**config.mk**
```make
export PLATFORM = sky130hd
export DESIGN_NAME = system_0_sysid_stall_timer
export DESIGN_NICKNAME = d
export VERILOG_FILES = /design/src/rtl/system_0_sysid_pkg.sv /design/src/rtl/system_0_sysid_stall_timer.sv
export SDC_FILE = /design/constraint.sdc
export NUM_CORES = 1
export LEC_CHECK = 0
export BUFFER_PORTS_ARGS = -buffer_cell sky130_fd_sc_hd__clkbuf_2
export CORE_MARGIN = 4
export CORE_UTILIZATION = 45
export DETAILED_ROUTE_END_ITERATION = 12
export PLACE_DENSITY = 0.74
export SLEW_MARGIN = 20
export SYNTH_ARGS = -nofsm -noshare
export SYNTH_HDL_FRONTEND = slang
export SYNTH_SLANG_ARGS = --single-unit
```
**constraint.sdc**
```tcl
create_clock -name clock -period 3.5 [get_ports clock]
set_clock_uncertainty 0.05 [all_clocks]
set_input_delay 0.525 -clock clock [delete_from_list [all_inputs] [get_ports clock]]
set_output_delay 0.525 -clock clock [all_outputs]
set_load 0.005 [all_outputs]
```
**src/rtl/system_0_sysid_pkg.sv**
```systemverilog
// Shared types and constants for the sysid checker: FSM states, slave word
// addresses and the stall-counter width.
package system_0_sysid_pkg;

  localparam int STALL_W = 16;

  localparam logic SYSID_ADDR_ID = 1'b0;
  localparam logic SYSID_ADDR_TS = 1'b1;

  typedef enum logic [2:0] {
    IDLE,
    RD_ID,
    RD_TS,
    FINISH,
    FAIL
  } sysid_state_t;

endpackage

```
**src/rtl/system_0_sysid_stall_timer.sv**
```systemverilog
// Counts waitrequest stalls of the current read and flags a stall that has
// already lasted TIMEOUT_CYCLES cycles.
module system_0_sysid_stall_timer
  import system_0_sysid_pkg::*;
#(
  parameter int TIMEOUT_CYCLES = 255
) (
  input  logic clock,
  input  logic reset,
  input  logic clear,
  input  logic stall,
  output logic expired
);

  localparam logic [STALL_W-1:0] LIMIT = STALL_W'(TIMEOUT_CYCLES);

  logic [STALL_W-1:0] count_reg;

  assign expired = stall && (count_reg == LIMIT);

  always_ff @(posedge clock or posedge reset) begin
    if (reset) begin
      count_reg <= '0;
    end else if (clear) begin
      count_reg <= '0;
    end else if (stall && !expired) begin
      count_reg <= count_reg + 1'b1;
    end
  end

endmodule

```
==> flow_summary.ini, run 1 <==
[clock_network]
cts-htree-levels = 1
post_cts_buffers = 0
numCtsBuffers = 3
clk_pin_slew_ps = 90
cts_resized = 0
cts_hold_buffers = 0
cts_tree = yes
clockRootBuffer = clkbuf_4
cts_max_path_buffers = 2
clk_latency_ps = 280
clock_sinks = 16

[timing]
setup_tns_ps = 0
slew_violations = 0
worstMarginPinSlew_ps = 611
rsz0062_at_grt = false
finalHoldViolations = 0
min_period_ps = 2410
finalCritPeriodShare_pct = 69.0
setup-violations-final = 0
fmax_ghz = 0.414
slew_headroom_pct = 59.2

[logic_synthesis]
yosysSeqAreaShare_pct = 45.0
synth_cell_types = 29
ys_ff_latch = 16
synth_edf_count = 0
syn_inst = 95
synth_nets = 100
yosysMostFrequentCell = dfrtp_1
syn_area_um2 = 890
synth_top_cell_by_area = dfrtp_1
ys_warn_count = 0
synthArstFlopShare_pct = 100
synth_common_cells = 16 x dfrtp_1, 10 x a21oi_1, 7 x o21ai_0, 7 x or3_1
ys.flop_type = dfrtp_1
synth_top_area_share_pct = 45.0
syn_area_per_cell_um2 = 9.36
synthTopCellsByArea = dfrtp_1 45%, a21oi_1 5.6%, or3_1 4.9%

[pwr]
ir_worst_vdd_uv = 226
clockPowerShare_pct = 31.8
p_switching_mw = 0.0704
p_leak_nw = 0.384
internal_power_mw = 0.233
switching_share_pct = 23.2
combPwrFrac_pct = 5.7
power_density_mw_per_mm2 = 321
p_seq_share_pct = 62.5

[final_layout]
drive_gt1_share_pct = 12.2
nets = 105
syn_to_final_growth_pct = 6.47
fillers = 172
stdcell_area_um2 = 947
antenna_cells = 0
largest_reg_flops = 16

[route]
met3_wirelength_um = 107
routed.top_layer = met4
drc = 0
wl_met1_um = 768
vias_per_cell = 6.45
drt_iter0_drc = 12
routedWlPerCell_um = 14.6
ant_nets = 0
wl_mm = 1.80
route.met2.wl_um = 878
vias = 793
drt-pass1-iter-count = 4

[min_path]
worstHoldPathType = primary input to asynchronous set/reset pin

[critical_path]
critical-path-slowest-cell = dfrtp_1
cp-end-kind = primary output
r2r-end = count_reg[0]$_DFFE_PP0P_
crit_buf_inv = 1
cp.arrival_ps = 1840
crit_path_cell_trace = ha_1 -> and3_1 -> nand3_1 -> nor3_1 -> clkbuf_2
r2r_cells = 4
path_max_fanout = 7
worstPathRequired_ps = 2920
rr_startpoint = count_reg[8]$_DFFE_PP0P_
crit_family = simple AND/OR/NAND/NOR gates
slowest_delay_ps = 420
crit_type = register to primary output
rrSetupSlack_ps = 1410
critPathLaunch = count_reg[0]$_DFFE_PP0P_
critPathLaunchType = register

[global_routing]
grt_antenna_before_repair = 0
grt_pass1_vias = 738
grt_overflow = 0
grt_max_degree = 21
grt_usage_pct = 16.1
grt_pass1_wl_mm = 3.24

[die]
die_area_mm2 = 0.00275
dieWidth_um = 52.5
initial_core_util_pct = 49.4
core_mm2 = 0.00180
die_y_um = 52.5
rows = 15
pin_count = 5

[outcome]
status = finished clean

[place]
hpwlAfterDp_mm = 1.27
place_area_um2 = 925
place.gp.congestion = 0.793
port_buffers = 4

[job]
cap_violations = 0
==> kinds of logic after synthesis <==
logic type	synth area share (%)
AND/OR/NAND/NOR	31.8
AO/OA/AOI/OAI	14.1
flip-flops	45.0
buffers and inverters	2.67
multiplexers	4.08
XOR/XNOR	0.985
adder cells (fa/ha/maj)	1.41
==> power by group through the flow <==
stage          logic (mW)  registers [mW]  clock network [mW]
6_report           0.0174           0.190              0.0966
5_1_grt            0.0202           0.190               0.111
2_1_floorplan      0.0128           0.192                   0
3_3_place_gp       0.0168           0.193                   0
4_1_cts            0.0180           0.190              0.0983
3_5_place_dp       0.0180           0.193                   0
==> cell usage in the layout, fill, tap and decap left out <==
master | synthesis | routed
clkbuf_2 | 0 | 4
nand4_1 | 6 | 6
nand3_1 | 5 | 5
nand2b_1 | 2 | 2
clkbuf_4 | 0 | 3
nor2_1 | 5 | 5
inv_1 | 2 | 2
or4_1 | 3 | 3
ha_1 | 1 | 1
a311oi_1 | 2 | 2
a31oi_1 | 1 | 1
and4_1 | 2 | 2
mux2_2 | 1 | 1
nor3_1 | 2 | 2
xnor2_1 | 1 | 1
nor2b_1 | 3 | 3
dfrtp_1 | 16 | 16
or4_4 | 1 | 1
o21ai_0 | 7 | 7
and3_1 | 2 | 2
nor2b_2 | 1 | 1
nand2_1 | 6 | 6
or3_1 | 7 | 7
a41oi_1 | 1 | 1
o31ai_1 | 1 | 1
nor4_4 | 1 | 1
mux2_4 | 1 | 1
a21oi_1 | 10 | 10
mux2i_1 | 1 | 1
==> routing by layer <==
layer | vias to the layer above | global-route usage (%)
met5 | - | 0
met4 | 0 | 10.2
met3 | 10 | 4.27
met2 | 31 | 25.8
met1 | 385 | 18.9
li1 | 367 | -
==> per-stage QoR <==
stage	instances	total power, mW	util (%)	hold slack (ps)	setup slack (ps)
after floorplan	95	0.205	-	389	1570
after global placement	120	0.210	51.3	495	1410
after detailed placement	120	0.211	51.3	496	1390
after CTS	123	0.306	52.6	267	1090
after global routing	123	0.322	52.6	264	893
final	123	0.304	52.6	233	1090
==> worst max path at each step <==
stage | slack (ps) | end | cells past startpoint
3_3_place_gp | 1410 | expired | 5
3_5_place_dp | 1390 | expired | 5
4_1_cts | 1090 | expired | 5
2_1_floorplan | 1570 | count_reg[0]$_DFFE_PP0P_ | 4
6_report | 1090 | expired | 5
5_1_grt | 890 | expired | 5
==> final cells by class <==
cell class | count | area (um2) | area share, %
multi-input combinational | 73 | 465 | 49.1
sequential | 16 | 400 | 42.3
tap | 25 | 31.3 | 3.30
clock buffer | 3 | 22.5 | 2.38
timing repair buffer | 4 | 20.0 | 2.11
inverter | 2 | 7.51 | 0.793
No activity file was read; power rests on OpenSTA's default activity.
==> run 2: changes to the inputs <==
--- a/config.mk
+++ b/config.mk
@@ -5,11 +5,12 @@
 export SDC_FILE = /design/constraint.sdc
 export NUM_CORES = 1
 export LEC_CHECK = 0
+export ABC_AREA = 1
 export BUFFER_PORTS_ARGS = -buffer_cell sky130_fd_sc_hd__clkbuf_2
 export CORE_MARGIN = 4
 export CORE_UTILIZATION = 45
 export DETAILED_ROUTE_END_ITERATION = 12
-export PLACE_DENSITY = 0.74
+export PLACE_DENSITY = 0.76
 export SLEW_MARGIN = 20
 export SYNTH_ARGS = -nofsm -noshare
 export SYNTH_HDL_FRONTEND = slang
==> constraint.sdc (replaced) <==
create_clock -name clock -period 2.1 [get_ports clock]
set_clock_uncertainty 0.05 [all_clocks]
set_input_delay 0.315 -clock clock [delete_from_list [all_inputs] [get_ports clock]]
set_output_delay 0.315 -clock clock [all_outputs]
set_load 0.005 [all_outputs]
==> flow_summary.ini, run 2 <==
[outcome]
status = finished clean

[die]
core_mm2 = 0.00225
pin_count = 5
rows = 17
initial_core_util_pct = 48.1
die_area_mm2 = 0.00326
die_y_um = 57.1
dieWidth_um = 57.1

[critical_path]
rr_startpoint = count_reg[0]$_DFFE_PP0P_
crit_path_cell_trace = ha_1 -> nand3_2 -> inv_2 -> nand2_4 -> clkinv_2 -> nand2_4 -> nor2_1 -> clkbuf_2
cp.arrival_ps = 1580
path_max_fanout = 6
slowest_delay_ps = 400
critPathLaunchType = register
cp.depth = 8
worst_path_most_repeated_cell = nand2_4
cp-end-kind = primary output
critical-path-slowest-cell = dfrtp_1
worstPathRequired_ps = 1740
rrSetupSlack_ps = 270
r2r_cells = 8
crit_buf_inv = 3
crit_type = register to primary output
r2r-end = count_reg[13]$_DFFE_PP0P_
critPathLaunch = count_reg[1]$_DFFE_PP0P_
crit_end = expired
crit_family = flip-flops

[pwr]
p_leak_nw = 0.574
power_density_mw_per_mm2 = 489
power_mw = 0.566
ir_worst_vdd_uv = 369

[timing]
slew_violations = 0
hold_slack_ps = 10.7
fmax_ghz = 0.513
min_period_ps = 1950
worstMarginPinSlew_ps = 623
setup-violations-final = 0
slew_headroom_pct = 58.4
setup_tns_ps = 0
rsz0062_at_grt = false
finalHoldViolations = 0
finalCritPeriodShare_pct = 92.8

[final_layout]
register_area_um2 = 400
layout_common_cells = 54 x nand2_1, 27 x nor2_1, 16 x dfrtp_1
multiInputGateArea_um2 = 614
antenna_cells = 0
nets = 166
drive_gt1_share_pct = 13.1
syn_to_final_growth_pct = 6.69
largest_reg_flops = 16
stdcell_area_mm2 = 0.00116
fillers = 230
final_common_cell = nand2_1

[place]
place_area_mm2 = 0.00112
hpwlAfterDp_mm = 1.65
place.gp.congestion = 0.853
port_buffers = 4

[clock_network]
cts_max_path_buffers = 2
cts_hold_buffers = 0
cts_resized = 0
post_cts_buffers = 0
clockRootBuffer = clkbuf_4
clk_pin_slew_ps = 100
numCtsBuffers = 3
cts-htree-levels = 1
clk_latency_ps = 290
cts_tree = yes
clock_sinks = 16

[global_routing]
grt_overflow = 0
grt_max_degree = 17
grt_pass1_wl_mm = 4.02
grt_pass1_vias = 929
grt_usage_pct = 15.4
grt_antenna_before_repair = 0

[logic_synthesis]
yosys.area_share.simple_pct = 45.3
synth_mux_area_share_pct = 0
synth_compound_area_share_pct = 4.50
synth_edf_count = 0
yosysSeqAreaShare_pct = 36.9
synth_cell_types = 20
synth_top_family_by_area = simple AND/OR/NAND/NOR gates
synth_xor_area_share_pct = 5.65
ys_ff_latch = 16
syn_area_per_cell_um2 = 7.04
syn_inst = 154
synth_top_cell_by_area = dfrtp_1
synth_nets = 159
synth_common_cells = 54 x nand2_1, 27 x nor2_1, 16 x dfrtp_1, 10 x inv_1, 10 x nand4_1
synthArstFlopShare_pct = 100
yosysMostFrequentCell = nand2_1
synthTopCellsByArea = dfrtp_1 37%, nand2_1 19%, nor2_1 9.3%
ys_warn_count = 0
synth_top_area_share_pct = 36.9
ys.flop_type = dfrtp_1
synthAdderAreaFrac_pct = 1.15
syn_area_mm2 = 0.00108

[job]
cap_violations = 0

[route]
routedWlPerCell_um = 12.1
drt-pass1-iter-count = 4
vias = 962
vias_per_cell = 5.12
drt_iter0_drc = 32
drc = 0
ant_nets = 0
wl_mm = 2.27

[min_path]
worstHoldPathType = primary input to asynchronous set/reset pin
==> run 2: stage by stage <==
stage	utilization, %	cells	worst slack [ps]
3_3_place_gp	49.7	184	355
3_5_place_dp	49.7	184	289
6_report	51.3	188	150
5_1_grt	51.3	188	61.2
2_1_floorplan	-	154	496
4_1_cts	51.3	188	148
==> run 2: kinds of logic after synthesis <==
group | after synthesis
fa+ha+maj | 1
buf+inv | 15
flops | 16
simple gates | 108
xor+xnor | 7
compound gates | 7
==> run 2: layout make-up <==
class                           instances  area share [%]
Clock buffer                            4            3.14
Inverter                               13            4.43
Timing Repair Buffer                    4            1.73
Multi-Input combinational cell        123            53.1
Sequential cell                        16            34.6
Tap cell                               28            3.03
==> run 2: metal layers <==
| layer | vias to the layer above | share of wire [%] | global-route usage [%] |
|---|---|---|---|
| li1 | 501 | - | - |
| met1 | 430 | 46 | 20.1 |
| met2 | 27 | 47 | 25.6 |
| met3 | 4 | 5.5 | 2.71 |
| met4 | 0 | 1.2 | 5.30 |
| met5 | - | 0 | 0 |
==> run 2: worst min-delay path by stage <==
stage          depth (start not counted)                  endpoint
6_report                               2  count_reg[3]$_DFFE_PP0P_
5_1_grt                                2  count_reg[1]$_DFFE_PP0P_
4_1_cts                                2  count_reg[4]$_DFFE_PP0P_
3_5_place_dp                           2  count_reg[4]$_DFFE_PP0P_
3_3_place_gp                           2  count_reg[3]$_DFFE_PP0P_
2_1_floorplan                          1  count_reg[0]$_DFFE_PP0P_
==> run 2: where the power goes <==
part	internal, mW	leakage, nW	switching, mW
clock network	0.106	0.0210	0.106
registers	0.311	0.222	0.00344
logic	0.00918	0.331	0.0302
total	0.426	0.574	0.140
==> run 3: changes to the inputs <==
--- a/config.mk
+++ b/config.mk
@@ -10,7 +10,7 @@
 export CORE_MARGIN = 4
 export CORE_UTILIZATION = 45
 export DETAILED_ROUTE_END_ITERATION = 12
-export PLACE_DENSITY = 0.76
+export PLACE_DENSITY = 0.75
 export SLEW_MARGIN = 20
 export SYNTH_ARGS = -nofsm -noshare
 export SYNTH_HDL_FRONTEND = slang
==> flow_summary.ini, run 3 (synthesis results as in run 2) <==
[final_layout]
antenna_cells = 0
nets = 166
largest_reg_flops = 16
syn_to_final_growth_pct = 5.42
final_cells = 187
layout_common_cells = 54 x nand2_1, 27 x nor2_1, 16 x dfrtp_1
final_common_cell = nand2_1
drive_gt1_share_pct = 12.6

[die]
dieWidth_um = 57.1
rows = 17
die_area_mm2 = 0.00326
initial_core_util_pct = 48.1
die_y_um = 57.1
core_mm2 = 0.00225
pin_count = 5

[global_routing]
grt_max_degree = 17
grt_pass1_wl_mm = 3.96
grt_antenna_before_repair = 0
grt_usage_pct = 15.2
grt_pass1_vias = 887
grt_overflow = 0

[critical_path]
slowest_delay_ps = 410
critPathLaunch = count_reg[0]$_DFFE_PP0P_
critPathLaunchType = register
critical-path-slowest-cell = dfrtp_1
r2r_cells = 11
cp-end-kind = primary output
worst_path_most_repeated_cell = nand2_4
rr_startpoint = count_reg[0]$_DFFE_PP0P_
path_max_fanout = 6
crit_path_cell_trace = ha_1 -> nand3_2 -> inv_2 -> nand2_4 -> clkinv_2 -> nand2_4 -> nor2_1 -> clkbuf_2
cp.arrival_ps = 1580
crit_type = register to primary output
r2r-end = count_reg[12]$_DFFE_PP0P_
rrSetupSlack_ps = 280
worstPathRequired_ps = 1740
crit_end = expired

[timing]
fmax_ghz = 0.513
min_period_ps = 1950
finalCritPeriodShare_pct = 92.8
setup_tns_ps = 0
setup-violations-final = 0
slew_headroom_pct = 59.0
rsz0062_at_grt = false
slew_violations = 0
worstMarginPinSlew_ps = 615
finalHoldViolations = 0

[pwr]
ir_worst_vdd_uv = 334
power_density_mw_per_mm2 = 454
p_leak_nw = 0.567

[route]
drc = 0
wl_mm = 2.27
ant_nets = 0
routedWlPerCell_um = 12.1
drt-pass1-iter-count = 4
drt_iter0_drc = 18
vias_per_cell = 5.11
vias = 956

[min_path]
worstHoldPathType = primary input to asynchronous set/reset pin

[clock_network]
clk_latency_ps = 290
cts-htree-levels = 1
clk_pin_slew_ps = 100
cts_max_path_buffers = 2
cts_resized = 0
numCtsBuffers = 3
post_cts_buffers = 0
cts_hold_buffers = 0
clock_sinks = 16
clockRootBuffer = clkbuf_4
cts_tree = yes

[place]
place.gp.congestion = 0.873
dp.cells = 184
port_buffers = 4
hpwlAfterDp_mm = 1.67

[outcome]
status = finished clean

[job]
cap_violations = 0
run 3: cell count changes in the layout (fill, tap and decap cells not counted), sizes merged:
cell	previous run	this run
clkbuf	8	7
run 3: report_power, final:
| group | leakage [nW] | switching [mW] | internal, mW |
|---|---|---|---|
| Clock | 0.0138 | 0.0988 | 0.0666 |
| Combinational | 0.331 | 0.0301 | 0.00917 |
| Sequential | 0.222 | 0.00388 | 0.311 |
run 3: worst max-delay path, delay by kind of cell (launching register included):
family | cells | cell delay, ps
adder cells (fa/ha/maj) | 1 | 220
AND/OR/NAND/NOR | 4 | 360
flip-flops | 1 | 410
buffers and inverters | 3 | 310
run 3: worst min path at each step:
| stage | cells past startpoint | slack (ps) | start | end |
|---|---|---|---|---|
| floorplan | 1 | 180 | reset | count_reg[0]$_DFFE_PP0P_ |
| global placement | 2 | 350 | reset | count_reg[4]$_DFFE_PP0P_ |
| detailed placement | 2 | 360 | reset | count_reg[4]$_DFFE_PP0P_ |
| CTS | 2 | 40 | reset | count_reg[6]$_DFFE_PP0P_ |
| global route | 2 | 70 | reset | count_reg[10]$_DFFE_PP0P_ |
| finish | 2 | 20 | reset | count_reg[10]$_DFFE_PP0P_ |
run 3: routing by layer:
layer	wire length (um)	vias to the layer above	share of wire, %	track usage, %
met5	0	-	0	0
met4	12	0	0.53	4.30
met3	43	2	1.9	3.39
met2	1050	9	46	24.1
met1	1160	445	51	20.9
li1	-	500	-	-
run 3: area by class of cell:
type	instances	area, um2
inverter	13	51.3
tap	28	35.0
multi-input combinational	123	614
sequential	16	400
clock buffer	3	22.5
timing repair buffer	4	20.0
fill	233	1110
run 3: through the flow:
step	instance area (um2)	hold slack (ps)	worst slack [ps]	total power [mW]	utilization, %
global route	1140	70.2	19.0	0.544	50.7
floorplan	1080	179	496	0.349	-
CTS	1140	40.9	139	0.526	50.7
global placement	1120	351	348	0.359	49.7
detailed placement	1120	361	276	0.361	49.7
finish	1140	17.8	152	0.520	50.7
